File: src/rtl/i2s_pkg.sv
// Shared I2S definitions: framing-mode constants and frame-length helper.
// No logic; imported by the transmitter and frame counter.
// Exports I2S_MODE_PHILIPS / I2S_MODE_LJ and i2s_frame_len().
package i2s_pkg;

  localparam int I2S_MODE_PHILIPS = 0;  // MSB one SCLK after the LRCK edge
  localparam int I2S_MODE_LJ      = 1;  // MSB coincides with the LRCK edge

  // SCLK periods in one stereo frame (two channel slots).
  function automatic int i2s_frame_len(input int slot_bits);
    return 2 * slot_bits;
  endfunction

endpackage

File: src/rtl/i2s_frame_counter.sv
// I2S frame position counter; counts SCLK falling edges over one stereo frame.
// Latency: cnt registered on the falling edge; cnt_next/LRCK_next/frame_wrap are combinational lookahead.
// Ports: SCLK, RST_N in; cnt (current), cnt_next, LRCK_next (LRCK after next edge), frame_wrap (next edge is a frame boundary).
module i2s_frame_counter
  import i2s_pkg::*;
#(
  parameter  int SLOT_BITS = 32,
  localparam int FRAME_LEN = i2s_frame_len(SLOT_BITS),
  localparam int CW        = $clog2(FRAME_LEN)
) (
  input  logic          SCLK,
  input  logic          RST_N,
  output logic [CW-1:0] cnt,
  output logic [CW-1:0] cnt_next,
  output logic          LRCK_next,
  output logic          frame_wrap
);

  logic [CW-1:0] cnt_q;
  logic [CW-1:0] cnt_d;

  always_comb begin
    frame_wrap = (cnt_q == CW'(FRAME_LEN - 1));
    cnt_d      = frame_wrap ? '0 : cnt_q + CW'(1);
    LRCK_next  = (cnt_d >= CW'(SLOT_BITS));
  end

  // Resetting to the last count makes the first edge after reset a frame boundary.
  always_ff @(negedge SCLK or negedge RST_N) begin
    if (!RST_N) cnt_q <= CW'(FRAME_LEN - 1);
    else        cnt_q <= cnt_d;
  end

  assign cnt      = cnt_q;
  assign cnt_next = cnt_d;

endmodule

File: src/rtl/i2s_tx_master.sv
// I2S master transmitter: generates LRCK, serialises stereo samples MSB-first (Philips or left-justified).
// Latency: a pair accepted during frame N is sent in frame N+1; all outputs registered on SCLK falling edge.
// Backpressure: one-deep holding buffer, in_ready = buffer empty; an empty buffer at frame start sends zeros and pulses underrun.
// Ports: SCLK, RST_N, data_in_L/R, in_valid -> in_ready; LRCK, data_out, underrun.
module i2s_tx_master
  import i2s_pkg::*;
#(
  parameter int RESOLUTION = 24,
  parameter int SLOT_BITS  = 32,
  parameter int MODE       = I2S_MODE_PHILIPS
) (
  input  logic                  SCLK,
  input  logic                  RST_N,
  input  logic [RESOLUTION-1:0] data_in_L,
  input  logic [RESOLUTION-1:0] data_in_R,
  input  logic                  in_valid,
  output logic                  in_ready,
  output logic                  LRCK,
  output logic                  data_out,
  output logic                  underrun
);

  localparam int FRAME_LEN = i2s_frame_len(SLOT_BITS);
  localparam int CW        = $clog2(FRAME_LEN);
  localparam int IW        = (RESOLUTION > 1) ? $clog2(RESOLUTION) : 1;

  logic [CW-1:0] cnt, cnt_next;
  logic          lrck_next, frame_wrap;

  i2s_frame_counter #(.SLOT_BITS(SLOT_BITS)) u_frame_counter (
    .SCLK       (SCLK),
    .RST_N      (RST_N),
    .cnt        (cnt),
    .cnt_next   (cnt_next),
    .LRCK_next  (lrck_next),
    .frame_wrap (frame_wrap)
  );

  logic [RESOLUTION-1:0] hold_l_q, hold_l_d, hold_r_q, hold_r_d;
  logic [RESOLUTION-1:0] act_l_q, act_l_d, act_r_q, act_r_d;
  logic                  hold_full_q, hold_full_d;
  logic                  lrck_q, data_out_q, data_out_d, underrun_q, underrun_d;
  logic                  accept;
  logic [RESOLUTION-1:0] w_next;
  logic [IW-1:0]         idx;
  logic                  spill_bit;
  int                    p;

  assign accept = in_valid && !hold_full_q;

  // Holding buffer and active-word update. A full buffer never accepts, so an
  // accept can only coincide with an empty-buffer boundary: that frame stays
  // silent and the new pair waits in hold for the following frame.
  always_comb begin
    hold_l_d    = hold_l_q;
    hold_r_d    = hold_r_q;
    hold_full_d = hold_full_q;
    act_l_d     = act_l_q;
    act_r_d     = act_r_q;
    underrun_d  = 1'b0;
    if (frame_wrap) begin
      if (hold_full_q) begin
        act_l_d     = hold_l_q;
        act_r_d     = hold_r_q;
        hold_full_d = 1'b0;
      end else begin
        act_l_d    = '0;
        act_r_d    = '0;
        underrun_d = 1'b1;
      end
    end
    if (accept) begin
      hold_l_d    = data_in_L;
      hold_r_d    = data_in_R;
      hold_full_d = 1'b1;
    end
  end

  // Serial bit for the slot position the counter moves to on this edge.
  // The spill bit is the LSB of the slot now ending (current cnt, current act),
  // which in Philips mode with a full-width word lands on p=0 of the next slot.
  always_comb begin
    w_next     = lrck_next ? act_r_d : act_l_d;
    spill_bit  = (cnt >= CW'(SLOT_BITS)) ? act_r_q[0] : act_l_q[0];
    p          = int'(cnt_next);
    if (lrck_next) p = p - SLOT_BITS;
    idx        = '0;
    data_out_d = 1'b0;
    if (MODE == I2S_MODE_LJ) begin
      if (p < RESOLUTION) begin
        idx        = IW'(RESOLUTION - 1 - p);
        data_out_d = w_next[idx];
      end
    end else begin
      if (p >= 1 && p <= RESOLUTION) begin
        idx        = IW'(RESOLUTION - p);
        data_out_d = w_next[idx];
      end else if (p == 0 && RESOLUTION == SLOT_BITS) begin
        data_out_d = spill_bit;
      end
    end
  end

  always_ff @(negedge SCLK or negedge RST_N) begin
    if (!RST_N) begin
      hold_l_q    <= '0;
      hold_r_q    <= '0;
      hold_full_q <= 1'b0;
      act_l_q     <= '0;
      act_r_q     <= '0;
      lrck_q      <= 1'b1;
      data_out_q  <= 1'b0;
      underrun_q  <= 1'b0;
    end else begin
      hold_l_q    <= hold_l_d;
      hold_r_q    <= hold_r_d;
      hold_full_q <= hold_full_d;
      act_l_q     <= act_l_d;
      act_r_q     <= act_r_d;
      lrck_q      <= lrck_next;
      data_out_q  <= data_out_d;
      underrun_q  <= underrun_d;
    end
  end

  assign in_ready = !hold_full_q;
  assign LRCK     = lrck_q;
  assign data_out = data_out_q;
  assign underrun = underrun_q;

endmodule

File: config.mk
export PLATFORM = sky130hd
export DESIGN_NAME = i2s_tx_master
export DESIGN_NICKNAME = d
export VERILOG_FILES = /design/src/rtl/i2s_pkg.sv /design/src/rtl/i2s_frame_counter.sv /design/src/rtl/i2s_tx_master.sv
export SDC_FILE = /design/constraint.sdc
export NUM_CORES = 1
export LEC_CHECK = 0
export BUFFER_PORTS_ARGS = -buffer_cell sky130_fd_sc_hd__buf_2
export CAP_MARGIN = 5
export CORE_UTILIZATION = 40
export CTS_BUF_LIST = sky130_fd_sc_hd__clkbuf_8
export CTS_CLUSTER_DIAMETER = 120
export DETAILED_ROUTE_END_ITERATION = 10
export PLACE_DENSITY_LB_ADDON = 0.2
export SLEW_MARGIN = 10
export SYNTH_ARGS = -nofsm -noshare
export SYNTH_HDL_FRONTEND = slang
export SYNTH_SLANG_ARGS = --single-unit
File: constraint.sdc
create_clock -name SCLK -period 3.3 [get_ports SCLK]
set_input_delay 0.165 -clock SCLK [delete_from_list [all_inputs] [get_ports SCLK]]
set_output_delay 0.165 -clock SCLK [all_outputs]
set_load 0.03 [all_outputs]
-- After elaboration in Yosys (flattened, before gate mapping)
Index checks and enable logic that the tools add are counted.
Widths: inputs -> output; s select.
- register bits after elaboration: 106
- word-level logic and storage cells: 35
- output and inout port bits: 4
- bits of input ports: 51
- muxes and demuxes: 14
- $lt $le $gt $ge: 4
- reductions and logical operators: 4
- equality and inequality tests: 1
- $add $sub $neg: 3
- operators with widths (cell ; count):
    $mux 24 ; 5
    $ge 32x2->1 const B ; 1
    $le 32x6->1 const B ; 1
    $mux 32 ; 1
    $sub 6x6->7 const B ; 1
    $add 6x1->6 const B ; 1
    $eq 6x6->1 const B ; 1
    $ge 6x6->1 const B ; 1
    $lt 5x6->1 const B ; 1
    $mux 1 ; 6
    $mux 6 ; 1
    $bmux 1 s5 ; 1
    $sub 4x5->5 const A ; 1
    $logic_and 1x1->1 ; 2
    $reduce_bool 2->1 ; 1
    $logic_not 1->1 ; 1

-- Logic depth before layout (Yosys ltp)
- depth in word-level cells: 8
- gate-level depth with buffers: 11
- mapped depth without buffers: 9

-- Cells and area by module
From an unflattened synthesis, not the netlist that was laid out.
- cell total of the unflattened synthesis: 365
- area, all modules: 4657.0 um^2
- by module, submodules not included (module ; area an instance (um^2) ; sequential area each (um^2) ; times used ; cells an instance):
    i2s_tx_master ; 4401.7 ; 2503.7 ; 1 ; 343
    i2s_frame_counter ; 255.2 ; 157.7 ; 1 ; 22

==> impl_results.html <==
<table>
<tr><th>Metric</th><th>Value</th></tr>
<tr><th colspan="2">Status</th></tr>
<tr><td>Outcome</td><td>finished with violations</td></tr>
<tr><td>Violations in the final reports</td><td>design-rule violations</td></tr>
<tr><th colspan="2">CTS</th></tr>
<tr><td>Clock-pin slew on the worst setup and hold paths</td><td>70 ps</td></tr>
<tr><td>Number of gates given a new drive strength after cts</td><td>0</td></tr>
<tr><td>Hold buffer count at CTS</td><td>0</td></tr>
<tr><td>Later-pin clock latency in the skew report</td><td>410 ps</td></tr>
<tr><td>TritonCTS clock tree</td><td>built</td></tr>
<tr><td>Number of sinks on the clock net</td><td>106</td></tr>
<tr><td>CTS HTree Levels</td><td>3</td></tr>
<tr><td>Library cell used as clock root buffer</td><td>sky130_fd_sc_hd__clkbuf_8</td></tr>
<tr><td>Maximum root-to-sink buffer count</td><td>2</td></tr>
<tr><td>TritonCTS Buffers</td><td>9</td></tr>
<tr><td>Number of setup buffers added after CTS</td><td>0</td></tr>
<tr><th colspan="2">Floorplan</th></tr>
<tr><td>Die area</td><td>12500 µm²</td></tr>
<tr><td>Standard cell core area</td><td>11600 µm²</td></tr>
<tr><td>Die Width</td><td>112 µm</td></tr>
<tr><td>Number of primary I/O pins</td><td>55</td></tr>
<tr><td>Vert. Die Dim</td><td>112 µm</td></tr>
<tr><td>Effective utilization at floorplan</td><td>41.7%</td></tr>
<tr><td>Num rows</td><td>39</td></tr>
<tr><th colspan="2">Worst setup path</th></tr>
<tr><td>Length in cells of the worst reg-to-reg path</td><td>10</td></tr>
<tr><td>Arrival time reported for the critical path endpoint</td><td>2740 ps</td></tr>
<tr><td>Required time reported for the critical path endpoint</td><td>3130 ps</td></tr>
<tr><td>Register-to-register setup slack</td><td>410 ps</td></tr>
<tr><td>Cells along the critical path</td><td>buf_2</td></tr>
<tr><td>Crit path kind</td><td>register to primary output</td></tr>
<tr><td>Endpoint class of the critical path</td><td>primary output</td></tr>
<tr><td>Count of buffering cells on the critical path with inverters included</td><td>1</td></tr>
<tr><td>Startpoint of the worst-slack reg-to-reg timing path</td><td>u_frame_counter.cnt[0]$_DFF_NN1_</td></tr>
<tr><td>Cell family with most CP delay</td><td>flip-flops</td></tr>
<tr><td>Type of element launching the critical path</td><td>register</td></tr>
<tr><td>Critical path fanouts, max</td><td>1</td></tr>
<tr><td>Crit path largest cell delay</td><td>510 ps</td></tr>
<tr><td>Highest-delay cell along the critical path</td><td>sky130_fd_sc_hd__dfstp_2</td></tr>
<tr><td>Reg-to-reg endpoint</td><td>data_out$_DFF_NN0_</td></tr>
<tr><th colspan="2">Global route</th></tr>
<tr><td>Antenna violations before repair</td><td>0</td></tr>
<tr><td>Global-route usage over all layers</td><td>16.9%</td></tr>
<tr><td>Number of global-route vias before repair</td><td>3365</td></tr>
<tr><td>Maximum number of pins on one net before global-route repair</td><td>52</td></tr>
<tr><td>Total global routing overflow</td><td>0</td></tr>
<tr><td>First-pass GRT wire length</td><td>16700 µm</td></tr>
<tr><th colspan="2">Yosys</th></tr>
<tr><td>Post-synthesis cell area</td><td>4820 µm²</td></tr>
<tr><td>FF+latch count, synth</td><td>106</td></tr>
<tr><td>Register area share after synthesis</td><td>55.2%</td></tr>
<tr><td>Area contributors post-synth</td><td>sky130_fd_sc_hd__dfrtn_1 51%, sky130_fd_sc_hd__mux2_2 15%, sky130_fd_sc_hd__nand2_1 6.5%, sky130_fd_sc_hd__dfstp_2 3.8%, sky130_fd_sc_hd__inv_1 3.1%</td></tr>
<tr><td>Post-Synthesis Cells</td><td>434</td></tr>
<tr><td>YS warnings</td><td>0</td></tr>
<tr><td>Post-synthesis net count</td><td>487</td></tr>
<tr><td>Per-instance average area after synthesis</td><td>11.1 µm²</td></tr>
<tr><td>Number of distinct library cells after synthesis</td><td>41</td></tr>
<tr><td>Portion of synthesized cell area occupied by the leading cell type</td><td>51.4%</td></tr>
<tr><td>Biggest area consumer among synthesized cells</td><td>sky130_fd_sc_hd__dfrtn_1</td></tr>
<tr><th colspan="2">Timing</th></tr>
<tr><td>Portion of the clock cycle consumed by the worst path in the final layout</td><td>88.1%</td></tr>
<tr><td>Max Freq</td><td>346 MHz</td></tr>
<tr><td>Final setup violation count</td><td>0</td></tr>
<tr><td>Layout Skew</td><td>62.0 ps</td></tr>
<tr><td>Setup slack after layout</td><td>391 ps</td></tr>
<tr><td>Worst Max-Slew Pin Slew</td><td>648 ps</td></tr>
<tr><td>Setup TNS</td><td>0 ps</td></tr>
<tr><td>Max Slew Vio Count</td><td>0</td></tr>
<tr><td>Unrepaired setup endpoints after global routing</td><td>no</td></tr>
<tr><td>Clock period minus final worst setup slack</td><td>2910 ps</td></tr>
<tr><td>Worst slew slack as a fraction of its limit</td><td>56.6%</td></tr>
<tr><td>Number of failing hold endpoints at the final stage</td><td>0</td></tr>
<tr><th colspan="2">Final layout</th></tr>
<tr><td>Synth-to-layout area growth</td><td>14.1%</td></tr>
<tr><td>N_diodes</td><td>0</td></tr>
<tr><td># nets final</td><td>541</td></tr>
<tr><td>Fraction of final layout cells sized beyond drive strength 1</td><td>31.4%</td></tr>
<tr><th colspan="2">Routing</th></tr>
<tr><td>Routed met2 length</td><td>4270 µm</td></tr>
<tr><td>Top layer in use</td><td>met4</td></tr>
<tr><td>Post-route met1 wirelength</td><td>4510 µm</td></tr>
<tr><td>Routed via count</td><td>3199</td></tr>
<tr><td>Antenna-violating nets left</td><td>0</td></tr>
<tr><td>Total met3 wirelength after detailed routing</td><td>362 µm</td></tr>
<tr><td>Per-cell via count in the routed design</td><td>5.03</td></tr>
<tr><td>Detailed Route WL</td><td>9250 µm</td></tr>
<tr><td>DRC violation count after routing</td><td>2</td></tr>
<tr><td>First-pass iteration count of the detailed router</td><td>8</td></tr>
<tr><td>1st-iter DRT viols</td><td>139</td></tr>
<tr><td>Routed wirelength normalized by instance count</td><td>14.6 µm</td></tr>
<tr><th colspan="2">Placed design</th></tr>
<tr><td>Port-buffer cells</td><td>54</td></tr>
<tr><td>Total half-perimeter wirelength after legalization and detailed placement</td><td>6360 µm</td></tr>
<tr><td>Final Wtd Congestion</td><td>0.778</td></tr>
<tr><td>Pre-CTS setup slack</td><td>406 ps</td></tr>
<tr><th colspan="2">Worst hold path</th></tr>
<tr><td>Hold path cells</td><td>2</td></tr>
<tr><td>Worst hold start</td><td>act_l_q[15]$_DFF_NN0_</td></tr>
<tr><td>Destination of the worst hold path</td><td>act_l_q[15]$_DFF_NN0_</td></tr>
<tr><td>Class of the most critical hold timing path</td><td>register to register</td></tr>
<tr><th colspan="2">Power</th></tr>
<tr><td>Leakage power figure</td><td>2.77 nW</td></tr>
<tr><td>Worst IR drop on VDD</td><td>0.326 mV</td></tr>
<tr><td>Cell Pwr Density</td><td>530 nW/µm²</td></tr>
<tr><th colspan="2">Job</th></tr>
<tr><td>Number of max-cap violations</td><td>0</td></tr>
</table>
-- sequential cells by signal (all words and copies together) (netlist names) --
| register | cells |
|---|---|
| underrun | 1 |
| u_frame_counter.cnt | 6 |
| act_l_q | 24 |
| hold_full_q | 1 |
| hold_l_q | 24 |
| LRCK | 1 |
| hold_r_q | 24 |
| data_out | 1 |
| act_r_q | 24 |
-- where the power goes --
group          switching (W)  total (W)  internal (W)
Sequential          0.000129    0.00168       0.00155
Combinational       0.000154   0.000382      0.000228
Clock               0.000465   0.000850      0.000385
-- how the worst max path moves through the flow --
stage	end	slack, ps	cells past startpoint	from
global placement	data_out$_DFF_NN0_	400	10	u_frame_counter.cnt[0]$_DFF_NN1_
global route	data_out$_DFF_NN0_	160	10	u_frame_counter.cnt[0]$_DFF_NN1_
CTS	LRCK	370	1	LRCK$_DFF_NN1_
floorplan	hold_l_q[14]$_DFFE_NN0P_	50	4	in_valid
finish	LRCK	390	1	LRCK$_DFF_NN1_
detailed placement	hold_l_q[3]$_DFFE_NN0P_	410	4	in_valid
-- cells in the mapped netlist, drive strengths merged --
| master | count |
|---|---|
| ha | 2 |
| nor4 | 1 |
| o221ai | 2 |
| a22oi | 2 |
| nor2 | 4 |
| nand2 | 85 |
| mux2i | 15 |
| o211ai | 12 |
| and2 | 1 |
| and4 | 2 |
| and3 | 3 |
| o22ai | 1 |
| o21ai | 13 |
| o31ai | 2 |
| xor2 | 3 |
| mux4 | 2 |
| or2 | 1 |
| dfrtn | 99 |
| buf | 16 |
| o41ai | 2 |
| inv | 40 |
| o221a | 1 |
| xnor2 | 2 |
| o32a | 1 |
| dfstp | 7 |
| nand2b | 1 |
| nor3 | 1 |
| a21o | 1 |
| clkbuf | 11 |
| a21oi | 3 |
| nor2b | 1 |
| nand3 | 29 |
| o2111ai | 4 |
| mux2 | 64 |
-- cell families after synthesis --
| family | Yosys count | synth area share [%] |
|---|---|---|
| xor+xnor | 5 | 0.909 |
| simple gates | 129 | 11.5 |
| buf+inv | 67 | 6.31 |
| mux | 81 | 19.0 |
| flops | 106 | 55.2 |
| compound gates | 44 | 6.49 |
| fa+ha+maj | 2 | 0.519 |
-- layout make-up --
| cell class | instances | area [µm²] |
|---|---|---|
| clock buffer | 10 | 138 |
| fill | 1067 | 6070 |
| inverter | 39 | 146 |
| multi-input combinational | 261 | 1870 |
| tap | 143 | 179 |
| sequential | 106 | 2660 |
| clock inverter | 13 | 90.1 |
| timing repair buffer | 64 | 410 |
-- cells in the final DEF (no fill, tap or decap), drive strengths merged, types with 2 or more instances in the layout --
| cell type | synthesis | routed |
|---|---|---|
| a21oi | 3 | 3 |
| a22oi | 2 | 2 |
| and3 | 3 | 3 |
| and4 | 2 | 2 |
| buf | 16 | 64 |
| clkbuf | 11 | 10 |
| dfrtn | 99 | 99 |
| dfstp | 7 | 7 |
| ha | 2 | 2 |
| inv | 40 | 50 |
| mux2 | 64 | 64 |
| mux2i | 15 | 15 |
| mux4 | 2 | 2 |
| nand2 | 85 | 85 |
| nand3 | 29 | 29 |
| nor2 | 4 | 4 |
| o2111ai | 4 | 4 |
| o211ai | 12 | 12 |
| o21ai | 13 | 13 |
| o221ai | 2 | 2 |
| o31ai | 2 | 2 |
| o41ai | 2 | 2 |
| xnor2 | 2 | 2 |
| xor2 | 3 | 3 |
-- through the flow --
step,util [%],power [W],hold WS [ps],area [µm²],std cells
6_report,47.5,0.00291,408,5500,636
5_1_grt,47.5,0.00310,438,5500,636
4_1_cts,47.5,0.00296,412,5500,636
3_5_place_dp,45.6,0.00211,412,5270,614
3_3_place_gp,45.6,0.00209,405,5270,614
2_1_floorplan,-,0.00195,390,4820,434
-- metal layers --
layer	up-vias	GRT usage, %
met2	57	26.1
met4	0	4.59
li1	1565	-
met1	1567	23.4
met5	-	0
met3	10	4.63
Note: power is estimated with default switching activity, not from simulation.
